`src/rtl/au_neg_seq.sv`:
```
// Digit-serial 2's complementer: pass / negate / abs / nabs, DIGIT bits per cycle LSB first,
// with the +1 carry rippled between digits through a register.
module au_neg_seq #(
  parameter int WIDTH = 8,
  parameter int DIGIT = 1
) (
  input  logic             clk,
  input  logic             rst_n,
  input  logic             in_valid,
  output logic             in_ready,
  input  logic [WIDTH-1:0] a,
  input  logic [1:0]       op,
  output logic             out_valid,
  input  logic             out_ready,
  output logic [WIDTH-1:0] z,
  output logic             ovf
);

  localparam int NCYC = (WIDTH + DIGIT - 1) / DIGIT;
  localparam int CW   = (NCYC > 1) ? $clog2(NCYC) : 1;

  generate
    if (WIDTH < 1 || DIGIT < 1 || DIGIT > WIDTH) begin : g_param_check
      $fatal(1, "au_neg_seq: illegal parameters WIDTH=%0d DIGIT=%0d", WIDTH, DIGIT);
    end
  endgenerate

  typedef enum logic [1:0] {IDLE, BUSY, DONE} state_t;

  state_t           state;
  state_t           state_next;
  logic [WIDTH-1:0] a_reg;
  logic             neg;
  logic             carry;
  logic [CW-1:0]    cnt;

  logic             accept;
  logic             last_digit;
  logic             neg_in;
  logic [31:0]      shamt;
  logic [DIGIT-1:0] a_slice;
  logic [DIGIT-1:0] z_slice;
  logic [DIGIT:0]   dsum;
  logic             carry_next;
  logic [WIDTH-1:0] z_next;

  assign accept     = in_valid & in_ready;
  assign last_digit = (cnt == CW'(NCYC - 1));
  assign neg_in     = (op == 2'd1) | ((op == 2'd2) & a[WIDTH-1]) | ((op == 2'd3) & ~a[WIDTH-1]);

  always_ff @(posedge clk or negedge rst_n) begin
    if (!rst_n) begin
      state <= IDLE;
    end else begin
      state <= state_next;
    end
  end

  always_comb begin
    state_next = state;
    case (state)
      IDLE:    if (accept) state_next = BUSY;
      BUSY:    if (last_digit) state_next = DONE;
      DONE:    if (out_ready) state_next = IDLE;
      default: state_next = IDLE;
    endcase
  end

  always_comb begin
    in_ready  = (state == IDLE);
    out_valid = (state == DONE);
  end

  // Bits beyond WIDTH-1 in the final partial digit read as zero and are shifted out of z.
  always_comb begin
    shamt   = 32'(cnt) * 32'(DIGIT);
    a_slice = DIGIT'(a_reg >> shamt);
    dsum    = {1'b0, ~a_slice} + (DIGIT + 1)'(carry);
    if (neg) begin
      z_slice    = dsum[DIGIT-1:0];
      carry_next = dsum[DIGIT];
    end else begin
      z_slice    = a_slice;
      carry_next = carry;
    end
    z_next = z | (WIDTH'(z_slice) << shamt);
  end

  always_ff @(posedge clk or negedge rst_n) begin
    if (!rst_n) begin
      a_reg <= '0;
      neg   <= 1'b0;
      carry <= 1'b0;
      cnt   <= '0;
      z     <= '0;
      ovf   <= 1'b0;
    end else begin
      case (state)
        IDLE: begin
          if (accept) begin
            a_reg <= a;
            neg   <= neg_in;
            carry <= neg_in;
            cnt   <= '0;
            z     <= '0;
            ovf   <= 1'b0;
          end
        end
        BUSY: begin
          z     <= z_next;
          carry <= carry_next;
          if (last_digit) begin
            cnt <= '0;
            ovf <= neg & a_reg[WIDTH-1] & z_next[WIDTH-1];
          end else begin
            cnt <= cnt + CW'(1);
          end
        end
        default: ;
      endcase
    end
  end

endmodule

```
`config.mk`:
```
export PLATFORM = sky130hd
export DESIGN_NAME = au_neg_seq
export DESIGN_NICKNAME = d
export VERILOG_FILES = /design/src/rtl/au_neg_seq.sv
export SDC_FILE = /design/constraint.sdc
export NUM_CORES = 1
export LEC_CHECK = 0
export CAP_MARGIN = 0
export CORE_MARGIN = 3
export CORE_UTILIZATION = 46
export DETAILED_ROUTE_END_ITERATION = 8
export PLACE_DENSITY_LB_ADDON = 0.12
export SKIP_CTS_REPAIR_TIMING = 1
export SYNTH_ARGS = -nofsm -noshare
export SYNTH_HDL_FRONTEND = slang
export SYNTH_SLANG_ARGS = --single-unit
```
`constraint.sdc`:
```
create_clock -name clk -period 2.3 [get_ports clk]
set_input_delay 0.69 -clock clk [delete_from_list [all_inputs] [get_ports clk]]
set_output_delay 0.69 -clock clk [all_outputs]
set_load 0.01 [all_outputs]
```
== Word-level counts from Yosys, hierarchy flattened ==
Cells that the tools add are included.

* Memory bits (writable): 0
* Logic and storage cells: 54
* Bits in registers: 24
* Memories kept: 0
* Latch bits: 0
* Bits of input ports: 14
* ROM bits: 0

* Magnitude comparators: 0
* Reduce and logical (&&, ||, !) cells: 7
* $add $sub $neg: 2
* Multiplexer cells: 16
* Bitwise logic cells: 10
* Multiply operators: 0
* Shifts and indexed selects: 2
* Div/mod/pow operators: 0
* Equal/unequal tests: 10

{| class="wikitable"
|+ Operator list
! kind !! number
|-
| case mux 8 bit (2 select lines) || 1
|-
| AND reduction 3 bit || 3
|-
| 2-to-1 mux 8 bit || 1
|-
| bitwise OR 8 bit || 1
|-
| << shifter 1 x 3 -> 8 bit || 1
|-
| >> shifter 8 x 3 -> 1 bit || 1
|-
| == test 2 bit (second input constant) || 3
|-
| 2-to-1 mux 2 bit || 3
|-
| 2-to-1 mux 3 bit || 2
|-
| case mux 2 bit (3 select lines) || 1
|-
| case mux 3 bit (2 select lines) || 1
|-
| AND 1 bit || 5
|-
| 2-to-1 mux 1 bit || 5
|-
| == test 2 x 1 -> 1 bit (second input constant) || 2
|-
| != test 2 x 1 -> 1 bit (second input constant) || 2
|-
| != test 2 bit (second input constant) || 2
|-
| case mux 1 bit (2 select lines) || 2
|-
| AND reduction 2 bit || 2
|-
| adder 3 x 1 -> 3 bit (second input constant) || 1
|-
| == test 3 bit (second input constant) || 1
|-
| adder 1 x 1 -> 2 bit || 1
|-
| zero test 2 bit || 1
|-
| NOT 1 bit || 2
|-
| bitwise OR 1 bit || 2
|-
| nonzero test 2 bit || 1
|}

== Depth between registers and ports, before layout ==
* Depth in word-level cells: 9
* Gate-level depth with buffers: 9
* Gate-level depth less buffers: 9

== Worst setup path before layout ==
No wires, ideal clock.

* Path type: register to register
* Start point: reg cnt[1]
* End point: reg z[3]
* Cell stages (with the launch flop): 9
* Setup slack: 0.479 ns
* Path buffers: 0
* Clock period less this slack: 1.821 ns
* Data required time: 2.167 ns
* Data arrival time: 1.688 ns
* Path through: dfrtp_1 -> nand2b_1 -> a2bb2oi_1 -> nand3_1 -> ha_1 -> nand4b_1 -> nor2_1 -> a31oi_1 -> o21ai_0

* Longest elaborated chain between the ends: 7

{| class="wikitable"
|+ Ends and longest elaborated chain
! item !! RTL line !! RTL
|-
| start, declared || 35 || <nowiki>logic [CW-1:0] cnt;</nowiki>
|-
| start signal, assigned || 116 || <nowiki>cnt <= cnt + CW'(1);</nowiki>
|-
| >> shifter 8 x 3 -> 1 bit || 77 || <nowiki>a_slice = DIGIT'(a_reg >> shamt);</nowiki>
|-
| NOT 1 bit || 78 || <nowiki>dsum = {1'b0, ~a_slice} + (DIGIT + 1)'(carry);</nowiki>
|-
| adder 1 x 1 -> 2 bit || 78 ||
|-
| 2-to-1 mux 1 bit || 79 || <nowiki>if (neg) begin</nowiki>
|-
| << shifter 1 x 3 -> 8 bit (*) || 86 || <nowiki>z_next = z | (WIDTH'(z_slice) << shamt);</nowiki>
|-
| bitwise OR 8 bit (*) || 86 ||
|-
| case mux 8 bit (2 select lines) (*) || 98 || <nowiki>case (state)</nowiki>
|-
| end signal, assigned || 110 || <nowiki>z <= z_next;</nowiki>
|-
| end, declared || 15 || <nowiki>output logic [WIDTH-1:0] z,</nowiki>
|}

Mark *: on every way between the ends. The rest lies on a longest branch, timed or not.
A chain may end at the register's enable or synchronous reset.

== Final worst setup path ==
* Start point: reg state[0]
* End point: out in_ready

* Longest elaborated chain between the ends: 1

{| class="wikitable"
|+ Ends and longest elaborated chain
! item !! RTL line !! RTL
|-
| start, declared || 30 || <nowiki>state_t state;</nowiki>
|-
| start signal, assigned || 55 || <nowiki>state <= state_next;</nowiki>
|-
| zero test 2 bit || 70 || <nowiki>in_ready = (state == IDLE);</nowiki>
|-
| end, declared || 10 || <nowiki>output logic in_ready,</nowiki>
|}

Every way passes these cells.

==> impl_metrics.tcl <==
set metrics [dict create \
    status "complete, no violations" \
    clk_latency_ps 300 \
    cp-start-kind "register" \
    grt_use_total_pct 15.3 \
    numCtsBuffers 3 \
    die_x_um 56.5 \
    p_total_mw 1.95 \
    synth-seq-cells 24 \
    synth.distinct_cells 32 \
    grt_pass1_vias 895 \
    yosys.area.top_type_share_pct 51.2 \
    vias 904 \
    cts_max_level 1 \
    cts_tree "built" \
    fmax_ghz 0.449 \
    synthCells 108 \
    cts.sinks 24 \
    antenna_found_initial 0 \
    clock_skew_ps 1.20 \
    num_io_pins 25 \
    grt_pass1_wl_mm 3.95 \
    gp_congestion 0.946 \
    overflow 0 \
    grt_max_degree 25 \
    drv_cap 0 \
    core.rowCount 17 \
    async_flop_share_pct 100 \
    diodes 0 \
    ir_drop_mv 0.718 \
    syn_area_um2 1170 \
    ant_nets 0 \
    detail_route.first_pass.iterations 4 \
    fin_crit_sh_pct 96.8 \
    fin_crit_ps 2230 \
    core_area_um2 2320 \
    fillers 205 \
    via_per_inst 5.55 \
    worstMarginPinSlew_ps 374 \
    finalNonFillerCells 163 \
    syn2layout_area_growth_pct 27.0 \
    dieArea_um2 3190 \
    start_util_pct 50.6 \
    drc 0 \
    relSlewSlack_pct 75.0 \
    synth_warnings 0 \
    ys_top_cells_by_area "dfrtp_1 (51%), mux2_2 (9.6%), nand2_1 (3.8%), o21ai_0 (3.4%), ha_1 (3.2%)" \
    grt_setup_unrepaired "false" \
    final_nets 153 \
    routed_wl_mm 2.24 \
    numPortBuffers 24 \
    worstHoldPathType "reg -> reg" \
    die_h_um 56.5 \
    synth_edf_count 0 \
    clockRootBuffer "clkbuf_4" \
    cp.required_ps 1610 \
    yosys_most_used_dff "dfrtp_1" \
    dpl.hpwl_mm 1.70 \
    synth_seq_area_share_pct 51.2 \
    crit_fanout 10 \
    wl_per_cell_um 13.7 \
    leakagePower_nw 0.642 \
    finalHoldViolations 0 \
    clkTransAtPathRegs_ps 120 \
    cts_buffer_depth 2 \
    syn_avg_cell_area_um2 10.9 \
    setup_viol 0 \
    p_per_area_nw_per_um2 1310 \
    dp.cells 159 \
    end_kind "primary output" \
    drive_above_1_share_pct 17.8 \
    worstPathArrival_ps 1540 \
    slew_violations 0 \
    syn-num-nets 125 \
    yosys.area.top_type "dfrtp_1" \
    drtIter0Drc 21 \
    crit_type "reg -> out" \
]
==> power by group <==
part           internal (mW)  total, mW  switching, mW
sequential             0.614      0.796          0.182
clock                 0.0965      0.215          0.119
combinational          0.498      0.934          0.435
==> path summary, 6_finish.rpt <==
| check | start | end | slack [ps] | cells after the start |
|---|---|---|---|---|
| setup reg to reg | cnt[1] | z[7] | 200 | 8 |
| hold / removal | z[0] | z[0] | 490 | 2 |
| setup / recovery | state[0] | in_ready | 70 | 2 |
| hold reg to reg | z[0] | z[0] | 490 | 2 |
| max in group asynchronous | rst_n | state[0] | 1320 | 2 |
| min in group asynchronous | rst_n | z[6] | 730 | 2 |
==> cell type report <==
cell class              count  area (um^2)  share of cell area [%]
inverters                   5         18.8                    1.26
multi-input cells          76          541                    36.3
well taps                  28         35.0                    2.35
flip-flops and latches     24          603                    40.5
repair buffers             26          255                    17.1
clock buffers               4         36.3                    2.44
==> routing by layer <==
metal / wire length, um / vias up / part of all wire, % / global-route usage [%]
met1: 1010 / 436 / 45 / 20.5
met4: 17 / 0 / 0.76 / 4.41
met5: 0 / - / 0 / 0
met2: 1090 / 24 / 49 / 25.2
met3: 123 / 2 / 5.5 / 2.76
li1: - / 442 / - / -
==> per-stage QoR <==
stage	instance area (um^2)	setup slack [ps]	TNS, ps	hold slack [ps]	utilization, %
detailed placement	1440	188	0	467	62.2
global route	1490	4.42	0	526	64.2
global placement	1440	304	0	467	62.2
CTS	1480	-5.75	-5.75	496	63.7
finish	1490	73.9	0	491	64.2
floorplan	1170	479	0	394	-
==> critical path, cell delays in order, from the launching register on <==
cell             delay [ps]
dfrtp_2                 490
nor2_2                  170
clkdlybuf4s50_1         570
==> cell families after synthesis <==
kind of cell / synth area share [%]
XOR/XNOR: 0.747
AO/OA/AOI/OAI: 17.4
AND/OR/NAND/NOR: 12.7
adder cells (fa/ha/maj): 3.20
buffers and inverters: 3.42
multiplexers: 11.3
flip-flops: 51.2
==> synthesized netlist by cell type (2+ instances only) <==
| library cell | n |
|---|---|
| nor2_1 | 6 |
| mux2i_1 | 2 |
| o31ai_1 | 2 |
| a22o_1 | 3 |
| nor2b_1 | 2 |
| mux2_2 | 10 |
| o21ai_0 | 8 |
| a21oi_1 | 5 |
| inv_1 | 5 |
| a31oi_1 | 2 |
| nand2_1 | 12 |
| buf_2 | 2 |
| ha_1 | 3 |
| dfrtp_1 | 24 |
| nand2b_1 | 5 |
==> placed cells by master, fill, tap and decap left out, drive strengths merged, types with 2 or more instances in the layout <==
master	Yosys	routed
nand2	13	13
ha	3	3
o31ai	3	3
clkbuf	0	4
dfrtp	24	24
a21oi	5	5
mux2	10	10
buf	3	2
a31oi	2	2
nor2b	2	2
mux2i	2	2
o21ai	8	8
clkdlybuf4s50	0	24
nand2b	5	5
a22o	3	3
nor2	6	6
inv	5	5
(Power assumes the default switching activity.)
